--- src/rtl/uart_pkg.sv ---
// Shared UART constants and elaboration-time helpers.
// Consumed by the receive FIFO and its storage array.
package uart_pkg;

  localparam int UART_DATA_W       = 8;
  localparam int FIFO_DEPTH_DEF    = 16;
  localparam int FIFO_AFULL_TH_DEF = 12;

  // Ceiling log2 for parameter arithmetic; clog2(1) returns 0.
  function automatic int clog2(input int value);
    int result;
    int rem;
    result = 0;
    rem    = value - 1;
    for (int i = 0; i < 32; i++) begin
      if (rem > 0) begin
        result = result + 1;
        rem    = rem >> 1;
      end
    end
    return result;
  endfunction

endpackage

--- src/rtl/uart_fifo_mem.sv ---
// Byte storage for the receive FIFO.
// Synchronous write port and combinational read port; contents are not reset.
module uart_fifo_mem
  import uart_pkg::*;
#(
  parameter int DEPTH  = FIFO_DEPTH_DEF,
  parameter int ADDR_W = clog2(DEPTH)
) (
  input  logic                   clk,
  input  logic                   we,
  input  logic [ADDR_W-1:0]      waddr,
  input  logic [UART_DATA_W-1:0] wdata,
  input  logic [ADDR_W-1:0]      raddr,
  output logic [UART_DATA_W-1:0] rdata
);

  logic [UART_DATA_W-1:0] mem [DEPTH];

  always_ff @(posedge clk) begin
    if (we) begin
      mem[waddr] <= wdata;
    end
  end

  assign rdata = mem[raddr];

endmodule

--- src/rtl/uart_rx_fifo.sv ---
// Receive byte FIFO between the UART receiver and the core: show-ahead read
// port, occupancy/almost-full/full reporting and a sticky overflow flag.
module uart_rx_fifo
  import uart_pkg::*;
#(
  parameter int DEPTH    = FIFO_DEPTH_DEF,
  parameter int ADDR_W   = clog2(DEPTH),
  parameter int AFULL_TH = FIFO_AFULL_TH_DEF
) (
  input  logic                   i_clk,
  input  logic                   i_rst_n,
  input  logic                   i_wr_en,
  input  logic [UART_DATA_W-1:0] i_wr_data,
  input  logic                   i_flush,
  output logic [UART_DATA_W-1:0] o_rd_data,
  output logic                   o_rd_valid,
  input  logic                   i_rd_ready,
  output logic [ADDR_W:0]        o_count,
  output logic                   o_afull,
  output logic                   o_full,
  output logic                   o_ovf,
  input  logic                   i_ovf_clr
);

  localparam int PTR_W = ADDR_W + 1;
  localparam logic [ADDR_W:0] PTR_ONE   = PTR_W'(1);
  localparam logic [ADDR_W:0] DEPTH_CNT = PTR_W'(DEPTH);
  localparam logic [ADDR_W:0] AFULL_CNT = PTR_W'(AFULL_TH);

  logic [ADDR_W:0] wr_ptr;
  logic [ADDR_W:0] rd_ptr;
  logic [ADDR_W:0] count;
  logic [ADDR_W:0] count_nxt;
  logic            full;
  logic            afull;
  logic            ovf;
  logic            ovf_nxt;
  logic            empty;
  logic            pop;
  logic            push;
  logic            ovf_set;
  logic            mem_we;

  assign empty = (wr_ptr == rd_ptr);

  // A pop frees a slot in the same edge, so a full FIFO still accepts a push
  // when the consumer is reading.
  assign pop     = !empty && i_rd_ready;
  assign push    = i_wr_en && (!full || pop);
  assign ovf_set = i_wr_en && full && !pop;
  assign mem_we  = push && !i_flush;

  always_comb begin
    count_nxt = count;
    case ({push, pop})
      2'b10:   count_nxt = count + PTR_ONE;
      2'b01:   count_nxt = count - PTR_ONE;
      default: count_nxt = count;
    endcase
  end

  // Set beats clear when both happen on the same edge.
  assign ovf_nxt = ovf_set || (ovf && !i_ovf_clr);

  always_ff @(posedge i_clk or negedge i_rst_n) begin
    if (!i_rst_n) begin
      wr_ptr <= '0;
      rd_ptr <= '0;
      count  <= '0;
      full   <= 1'b0;
      afull  <= 1'b0;
      ovf    <= 1'b0;
    end else if (i_flush) begin
      wr_ptr <= '0;
      rd_ptr <= '0;
      count  <= '0;
      full   <= 1'b0;
      afull  <= 1'b0;
      ovf    <= 1'b0;
    end else begin
      if (push) begin
        wr_ptr <= wr_ptr + PTR_ONE;
      end
      if (pop) begin
        rd_ptr <= rd_ptr + PTR_ONE;
      end
      count <= count_nxt;
      full  <= (count_nxt == DEPTH_CNT);
      afull <= (count_nxt >= AFULL_CNT);
      ovf   <= ovf_nxt;
    end
  end

  uart_fifo_mem #(
    .DEPTH  (DEPTH),
    .ADDR_W (ADDR_W)
  ) u_mem (
    .clk   (i_clk),
    .we    (mem_we),
    .waddr (wr_ptr[ADDR_W-1:0]),
    .wdata (i_wr_data),
    .raddr (rd_ptr[ADDR_W-1:0]),
    .rdata (o_rd_data)
  );

  assign o_rd_valid = !empty;
  assign o_count    = count;
  assign o_full     = full;
  assign o_afull    = afull;
  assign o_ovf      = ovf;

endmodule

--- config.mk ---
export PLATFORM = sky130hd
export DESIGN_NAME = uart_rx_fifo
export DESIGN_NICKNAME = d
export VERILOG_FILES = /design/src/rtl/uart_pkg.sv /design/src/rtl/uart_fifo_mem.sv /design/src/rtl/uart_rx_fifo.sv
export SDC_FILE = /design/constraint.sdc
export NUM_CORES = 1
export LEC_CHECK = 0
export BUFFER_PORTS_ARGS = -buffer_cell sky130_fd_sc_hd__buf_2
export CELL_PAD_IN_SITES_DETAIL_PLACEMENT = 0
export CELL_PAD_IN_SITES_GLOBAL_PLACEMENT = 1
export CORE_UTILIZATION = 45
export DETAILED_ROUTE_END_ITERATION = 10
export GPL_TIMING_DRIVEN = 0
export PLACE_DENSITY = 0.67
export RECOVER_POWER = 25
export SETUP_SLACK_MARGIN = 0.15
export SLEW_MARGIN = 40
export SYNTH_ARGS = -nofsm -noshare
export SYNTH_HDL_FRONTEND = slang
export SYNTH_SLANG_ARGS = --single-unit
--- constraint.sdc ---
create_clock -name i_clk -period 3.5 [get_ports i_clk]
set_input_delay 0.35 -clock i_clk [delete_from_list [all_inputs] [get_ports i_clk]]
set_output_delay 0.35 -clock i_clk [all_outputs]
set_load 0.05 [all_outputs]
==> results.yml, run 1 <==
finish:
  area_growth_pct: 18.07
  nets: 433
  layout_common_cells: "128 x edfxtp_1, 40 x buf_2, 32 x mux4_2, 18 x dfrtp_1, 17 x clkbuf_16"
  final_cells: 596
  diodes: 0
  final_design_area_no_fill_um2: 7277
  drive_above_1_share: 0.3262
  final_common_cell: "edfxtp_1"
  final_util: 0.5473
synth:
  synth.distinct_cells: 40
  yosysWarnings: 0
  syn_nets: 369
  yosys_register_bits: 146
  syn_inst: 345
  syn_area_um2: 6163
  synth.avg_cell_area_um2: 17.86
  yosysSeqAreaShare: 0.6967
routing:
  wire_per_inst_um: 21.03
  routed_wl_um: 12530
  drtAntennaViolNets: 0
  first_iter_violations: 367
  first_pass_iters: 4
  drc_errors: 0
  vias_per_cell: 5.544
  via_count: 3304
clock_tree:
  clock_latency_ps: 420
  cts_root_buf: "clkbuf_16"
  clock_sinks: 146
  path_clk_slew_ps: 50
  clockBufferDepth: 2
  h-tree-depth: 4
  cts_tree: "done"
  cts_made_buffers: 17
floorplanning:
  start_util: 0.4636
  die_x_um: 119.0
  core-area_um2: 13300
  fp.dieH_um: 119.0
  die_area_um2: 14170
  ios: 31
  rows: 42
placement:
  placedCellCount: 564
  dp_slack_ps: -102.1
  postPlaceCellArea_um2: 6691
  hpwl_um: 8429
  io_buffers: 30
  gp_congestion: 0.7821
power_and_ir_drop:
  switchingPower_w: 0.001409
  p_sw_frac: 0.2974
  power_frac_comb: 0.237
  p_seq_frac: 0.420
  leakagePower_nw: 2.485
  power.density_nw_per_um2: 651.1
  power.internal_w: 0.003329
  ir_drop_mv: 0.3765
  power.clock.fraction: 0.343
timing:
  slew_headroom: 0.4369
  drv_slew: 0
  tightest_slew_ps: 840.0
  grt_setup_unrepaired: "no"
  final.setup.worst_slack_ps: 316.1
  finalHoldViolations: 0
  setup_viol: 0
  fin_crit_ps: 3184
  clock.fmax_mhz: 314.1
  post-route-period-util: 0.9097
  hold_slack_ps: 238.3
  clock-skew-final_ps: 8.032
grt:
  antenna_found_initial: 0
  grt_pass1_wl_um: 19890
  use_met1: 0.2733
  grt_max_degree: 19
  grt-busiest-layer: "met2"
  grt.total_usage: 0.1966
  grt_util_met3: 0.04598
  overflow: 0
  grt_pass1_vias: 3402
  met2_usage: 0.3016
run_status:
  status: "finished, final reports clean"
setup_path:
  critPathRequiredTime_ps: 3840
  arrival_ps: 3530
  cp_max_fo: 10
  cp-end-kind: "flop"
  worstSetupStartpointType: "flop"
  critPathKind: "reg2reg"
worst_hold_path:
  hp-class: "in2reg"
job:
  cap_violations: 0
worst max-delay path, cell delays in order, from the launching register on:
cell	delay (ps)
dfrtp_1	380
buf_2	190
xnor2_1	220
nand3_2	180
o221ai_4	200
buf_6	210
ha_4	200
inv_1	60
fa_1	390
nor2b_1	140
o21ai_1	90
and4_4	200
or4b_4	490
a21oi_1	140
final timing paths:
check / cells past startpoint / slack (ps) / from / end
max: 13 / 320 / rd_ptr[1] / o_full
min: 4 / 240 / i_ovf_clr / o_ovf
max reg2reg: 13 / 320 / rd_ptr[1] / o_full
min reg2reg: 2 / 520 / o_ovf / o_ovf
max in group asynchronous: 2 / 2800 / i_rst_n / rd_ptr[1]
min in group asynchronous: 2 / 400 / i_rst_n / o_count[2]
kinds of logic (layout without fill, tap and decap cells):
logic type	Yosys count	count (layout)	synth area share
AOI/OAI and AO/OA	39	39	0.04629
xor gates and xnor gates	12	12	0.01705
adders and majority gates	10	10	0.02152
buffers and inverters	31	106	0.02700
DFF	146	146	0.6967
muxes	43	43	0.1348
and+or+nand+nor	64	64	0.05664
sequential cells by signal, summed over array words and instances, names as in the netlist:
register   count
o_afull        1
o_count        5
o_full         1
o_ovf          1
rd_ptr         5
u_mem.mem    128
wr_ptr         5
through the flow:
stage                     total power, W  setup TNS, ps
after global placement          0.003131              0
after floorplan                 0.002876              0
after CTS                       0.004779              0
after global routing            0.004937              0
final                           0.004738              0
after detailed placement        0.003153         -183.7
power by group through the flow:
stage | logic [W] | clock network, W | registers (W)
floorplan | 0.000761 | 0 | 0.00212
global placement | 0.00111 | 0 | 0.00202
detailed placement | 0.00113 | 0 | 0.00203
CTS | 0.00113 | 0.00165 | 0.00199
global route | 0.00121 | 0.00173 | 0.00200
finish | 0.00112 | 0.00163 | 0.00199
routing by layer:
layer / part of all wire / vias to the layer above
li1: - / 1499
met1: 0.46 / 1726
met2: 0.50 / 70
met3: 0.032 / 9
met4: 0.0095 / 0
met5: 0 / -
what timing repair did:
action | CTS | global route
pin swaps | 1 | 1
endpoints found under the setup margin | 3 | 3
resized for setup | 3 | 2
hold endpoints to repair | 18 | 0
setup buffers | 1 | 0
hold buffers | 1 | 0
synthesized netlist by cell type:
master	number	share of area
o21ai_1	3	0.0024
inv_2	1	0.00061
dfrtp_1	18	0.073
buf_6	4	0.0073
xor2_1	5	0.0071
o221ai_1	1	0.0014
nand2_1	5	0.0030
buf_2	7	0.0057
a2111o_1	1	0.0018
a211oi_1	6	0.0073
mux2i_1	11	0.018
nand3_1	3	0.0024
edfxtp_1	128	0.62
nand2b_1	6	0.0061
and4_4	1	0.0018
nand3_2	1	0.0016
o211ai_1	3	0.0037
inv_1	10	0.0061
a21oi_1	14	0.011
ha_1	9	0.018
clkbuf_1	6	0.0037
nor2_1	14	0.0085
o21ai_2	1	0.0014
o311ai_1	1	0.0014
a211oi_2	3	0.0061
or4b_4	1	0.0022
nor2b_1	9	0.0091
mux4_2	32	0.12
nor4_1	5	0.0051
fa_1	1	0.0032
buf_4	3	0.0037
or2_1	1	0.0010
o21ai_0	3	0.0024
xnor2_1	7	0.0099
or3_1	3	0.0030
nor3_1	13	0.011
a21o_1	1	0.0012
o221ai_4	1	0.0043
and3_1	2	0.0020
a32oi_1	1	0.0014
layout make-up:
class                   instances  area, um^2
fillers                      1042        6018
flip-flops and latches        146        4294
multi-input cells             168        1833
clock buffers                  18       429.2
repair buffers                 45       232.7
well taps                     176       220.2
plain buffers                  20       131.4
clock inverters                12       95.09
inverters                      11       41.29
Power figures use the tool's default switching activity.
==> run 2, diff against run 1 <==
--- a/config.mk
+++ b/config.mk
@@ -5,13 +5,15 @@
 export SDC_FILE = /design/constraint.sdc
 export NUM_CORES = 1
 export LEC_CHECK = 0
+export ABC_AREA = 1
 export BUFFER_PORTS_ARGS = -buffer_cell sky130_fd_sc_hd__buf_2
 export CELL_PAD_IN_SITES_DETAIL_PLACEMENT = 0
 export CELL_PAD_IN_SITES_GLOBAL_PLACEMENT = 1
 export CORE_UTILIZATION = 45
+export CTS_BUF_LIST = sky130_fd_sc_hd__clkbuf_8
 export DETAILED_ROUTE_END_ITERATION = 10
 export GPL_TIMING_DRIVEN = 0
-export PLACE_DENSITY = 0.67
+export PLACE_DENSITY = 0.79
 export RECOVER_POWER = 25
 export SETUP_SLACK_MARGIN = 0.15
 export SLEW_MARGIN = 40
==> run 2 against run 1 <==
Synthesized area grew 2.0%. Hold slack lost 100 ps. Count of clock-buffer cells in the layout decreased by 1. Sequential share of layout area increased by 1.6 points. Critical path type unchanged.
==> results.yml, run 2 <==
grt:
  grt_max_degree: 19
  grt_pass1_vias: 4285
  grt-busiest-layer: "met2"
  antenna_found_initial: 0
  use_met1: 0.2973
  grt.total_usage: 0.2233
  met2_usage: 0.3534
  grt_util_met3: 0.05425
  overflow: 0
  grt_pass1_wl_um: 23380
setup_path:
  cp-end-kind: "flop"
  worstSetupStartpointType: "flop"
  reg2reg_to: "o_full"
  rrSetupSlack_ps: 530
  critPathRequiredTime_ps: 3890
  arrival_ps: 3360
  r2r_cells: 20
  cp_max_fo: 10
  timing.rr.start: "rd_ptr[1]"
  critPathKind: "reg2reg"
synth:
  synth.avg_cell_area_um2: 11.64
  ys_top_cells_by_area: "edfxtp_1 61%, dfrtp_1 7.2%, nor2_1 5.9%"
  yosysSeqAreaShare: 0.6830
  synth_fa_ha_area_frac: 0.02109
  yosysTopAreaCell: "edfxtp_1"
  synth.distinct_cells: 32
  synth_top_family_by_area: "simple AND/OR/NAND/NOR gates"
  synth_compound_area_frac: 0.1007
  yosys_register_bits: 146
  yosysTopAreaCellShare: 0.6113
  ys_top_cells_by_count: "128 x edfxtp_1, 99 x nor2_1, 71 x o21ai_0"
  synth-edff-count: 128
  syn_nets: 564
  synth_simple_gate_area_frac: 0.1415
  syn_area_um2: 6287
  async_flop_share: 0.1233
  synthXorXnorAreaFrac: 0.01393
  syn_inst: 540
  yosysMostFrequentCell: "edfxtp_1"
  yosysWarnings: 0
  muxShareOfSynthArea: 0
  synth_ff_type: "edfxtp_1"
finish:
  diodes: 0
  nets: 613
  area_growth_pct: 12.60
  final_cells: 778
  drive_above_1_share: 0.1429
  regMostFlops: "u_mem.mem"
  largest_reg_flops: 128
  final_common_cell: "edfxtp_1"
  layout_common_cells: "128 x edfxtp_1, 90 x nor2_1, 71 x o21ai_0, 68 x nand2_1, 29 x buf_2"
timing:
  fin_crit_ps: 2972
  slew_headroom: 0.4379
  finalHoldViolations: 0
  drv_slew: 0
  grt_setup_unrepaired: "no"
  clock-skew-final_ps: 12.74
  tightest_slew_ps: 840.1
  clock.fmax_mhz: 336.4
  fin_setup_tns_ps: 0
  setup_viol: 0
  post-route-period-util: 0.8492
worst_hold_path:
  hold_path_depth: 4
  hp-class: "in2reg"
  holdPathEnd: "o_ovf"
  hp-start: "i_ovf_clr"
floorplanning:
  fp.dieH_um: 120.2
  ios: 31
  die_x_um: 120.2
  rows: 42
  core-area_um2: 13450
  start_util: 0.4674
  die_area_um2: 14450
power_and_ir_drop:
  switchingPower_w: 0.001221
  p_total_w: 0.004045
  power_frac_comb: 0.197
  leakagePower_nw: 2.600
  p_seq_frac: 0.484
  power.clock.fraction: 0.319
  p_sw_frac: 0.3019
  power.internal_w: 0.002824
  power.density_nw_per_um2: 571.4
  ir_drop_mv: 0.2526
placement:
  gp_congestion: 0.7937
  hpwl_um: 9755
  io_buffers: 28
  placedCellCount: 745
clock_tree:
  h-tree-depth: 4
  clock_latency_ps: 450
  cts_tree: "done"
  cts_made_buffers: 17
  clock_sinks: 146
  cts_setup_buffers: 0
  cts_root_buf: "clkbuf_8"
  ctsHoldBuffers: 1
  path_clk_slew_ps: 80
  clockBufferDepth: 2
  ctsResizeCount: 0
routing:
  drc_errors: 0
  first_pass_iters: 5
  first_iter_violations: 465
  routed_wl_um: 14800
  vias_per_cell: 5.476
  drtAntennaViolNets: 0
  wire_per_inst_um: 19.02
  via_count: 4260
run_status:
  status: "finished, final reports clean"
job:
  cap_violations: 0
-- run 2: cell types whose count changed in the layout (fill, tap and decap cells not counted), sizes merged, moves of 26 or more --
cell and change:
o21ai +65, nand3 +26, nor2 +85, mux4 -32
nand2 +66
-- run 2: metrics by stage --
stage,hold WS (ps),area (um^2),util,setup WS [ps]
2_1_floorplan,54.41,6287,-,741.3
3_3_place_gp,305.2,6648,0.4941,519.1
3_5_place_dp,308.5,6683,0.4967,534.8
4_1_cts,106.4,7078,0.5261,515.3
5_1_grt,130.0,7079,0.5262,203.2
6_report,133.7,7079,0.5262,527.7
-- run 2: how the worst max path moves through the flow --
stage / end / slack, ps / startpoint
global placement: u_mem.mem[2][1] / 520 / rd_ptr[2]
CTS: o_full / 520 / rd_ptr[1]
finish: o_full / 530 / rd_ptr[1]
floorplan: o_full / 740 / wr_ptr[3]
global route: o_full / 200 / rd_ptr[1]
detailed placement: o_full / 530 / rd_ptr[2]
-- run 2: layout make-up --
class                      count  area (um^2)
buffer                        29        156.4
clock buffer                  17        234.0
clock inverter                15        151.4
fill                        1210         6374
inverter                      25        93.84
multi-input combinational    340         1780
sequential                   146         4294
tap                          176        220.2
timing repair buffer          30        148.9
-- run 2: cells by family (layout without fill, tap and decap cells) --
group | count (synthesis) | count (layout)
xor+xnor | 10 | 10
simple gates | 209 | 209
buf+inv | 54 | 116
compound gates | 111 | 111
flops | 146 | 146
fa+ha+maj | 10 | 10
-- run 2: per-layer routing --
layer / wire, um / up-vias
li1: - / 2020
met1: 6456 / 2079
met2: 7087 / 136
met3: 963 / 25
met4: 288 / 0
met5: 0 / -
-- run 2: critical path: stages (launching register included) --
cell and delay [ps]:
dfrtp_1 510, inv_2 180, nand2_1 90, nand2_1 50, nor2_1 120, nand3_2 120, nand2_4 120, nand2_4 120
nand2_8 120, ha_1 290, inv_1 90, fa_1 360, inv_1 80, nand2_1 90, a21oi_1 130, o21bai_1 70
nand2_1 60, nand2_1 50, nand2_1 50, nand2_1 70, nor2_1 120
-- run 2: power groups by stage --
stage | clock network [W] | registers (W) | logic (W)
after CTS | 0.00131 | 0.00196 | 0.000799
after global placement | 0 | 0.00200 | 0.000780
after floorplan | 0 | 0.00206 | 0.000493
after global routing | 0.00137 | 0.00196 | 0.000872
final | 0.00129 | 0.00196 | 0.000796
after detailed placement | 0 | 0.00200 | 0.000796
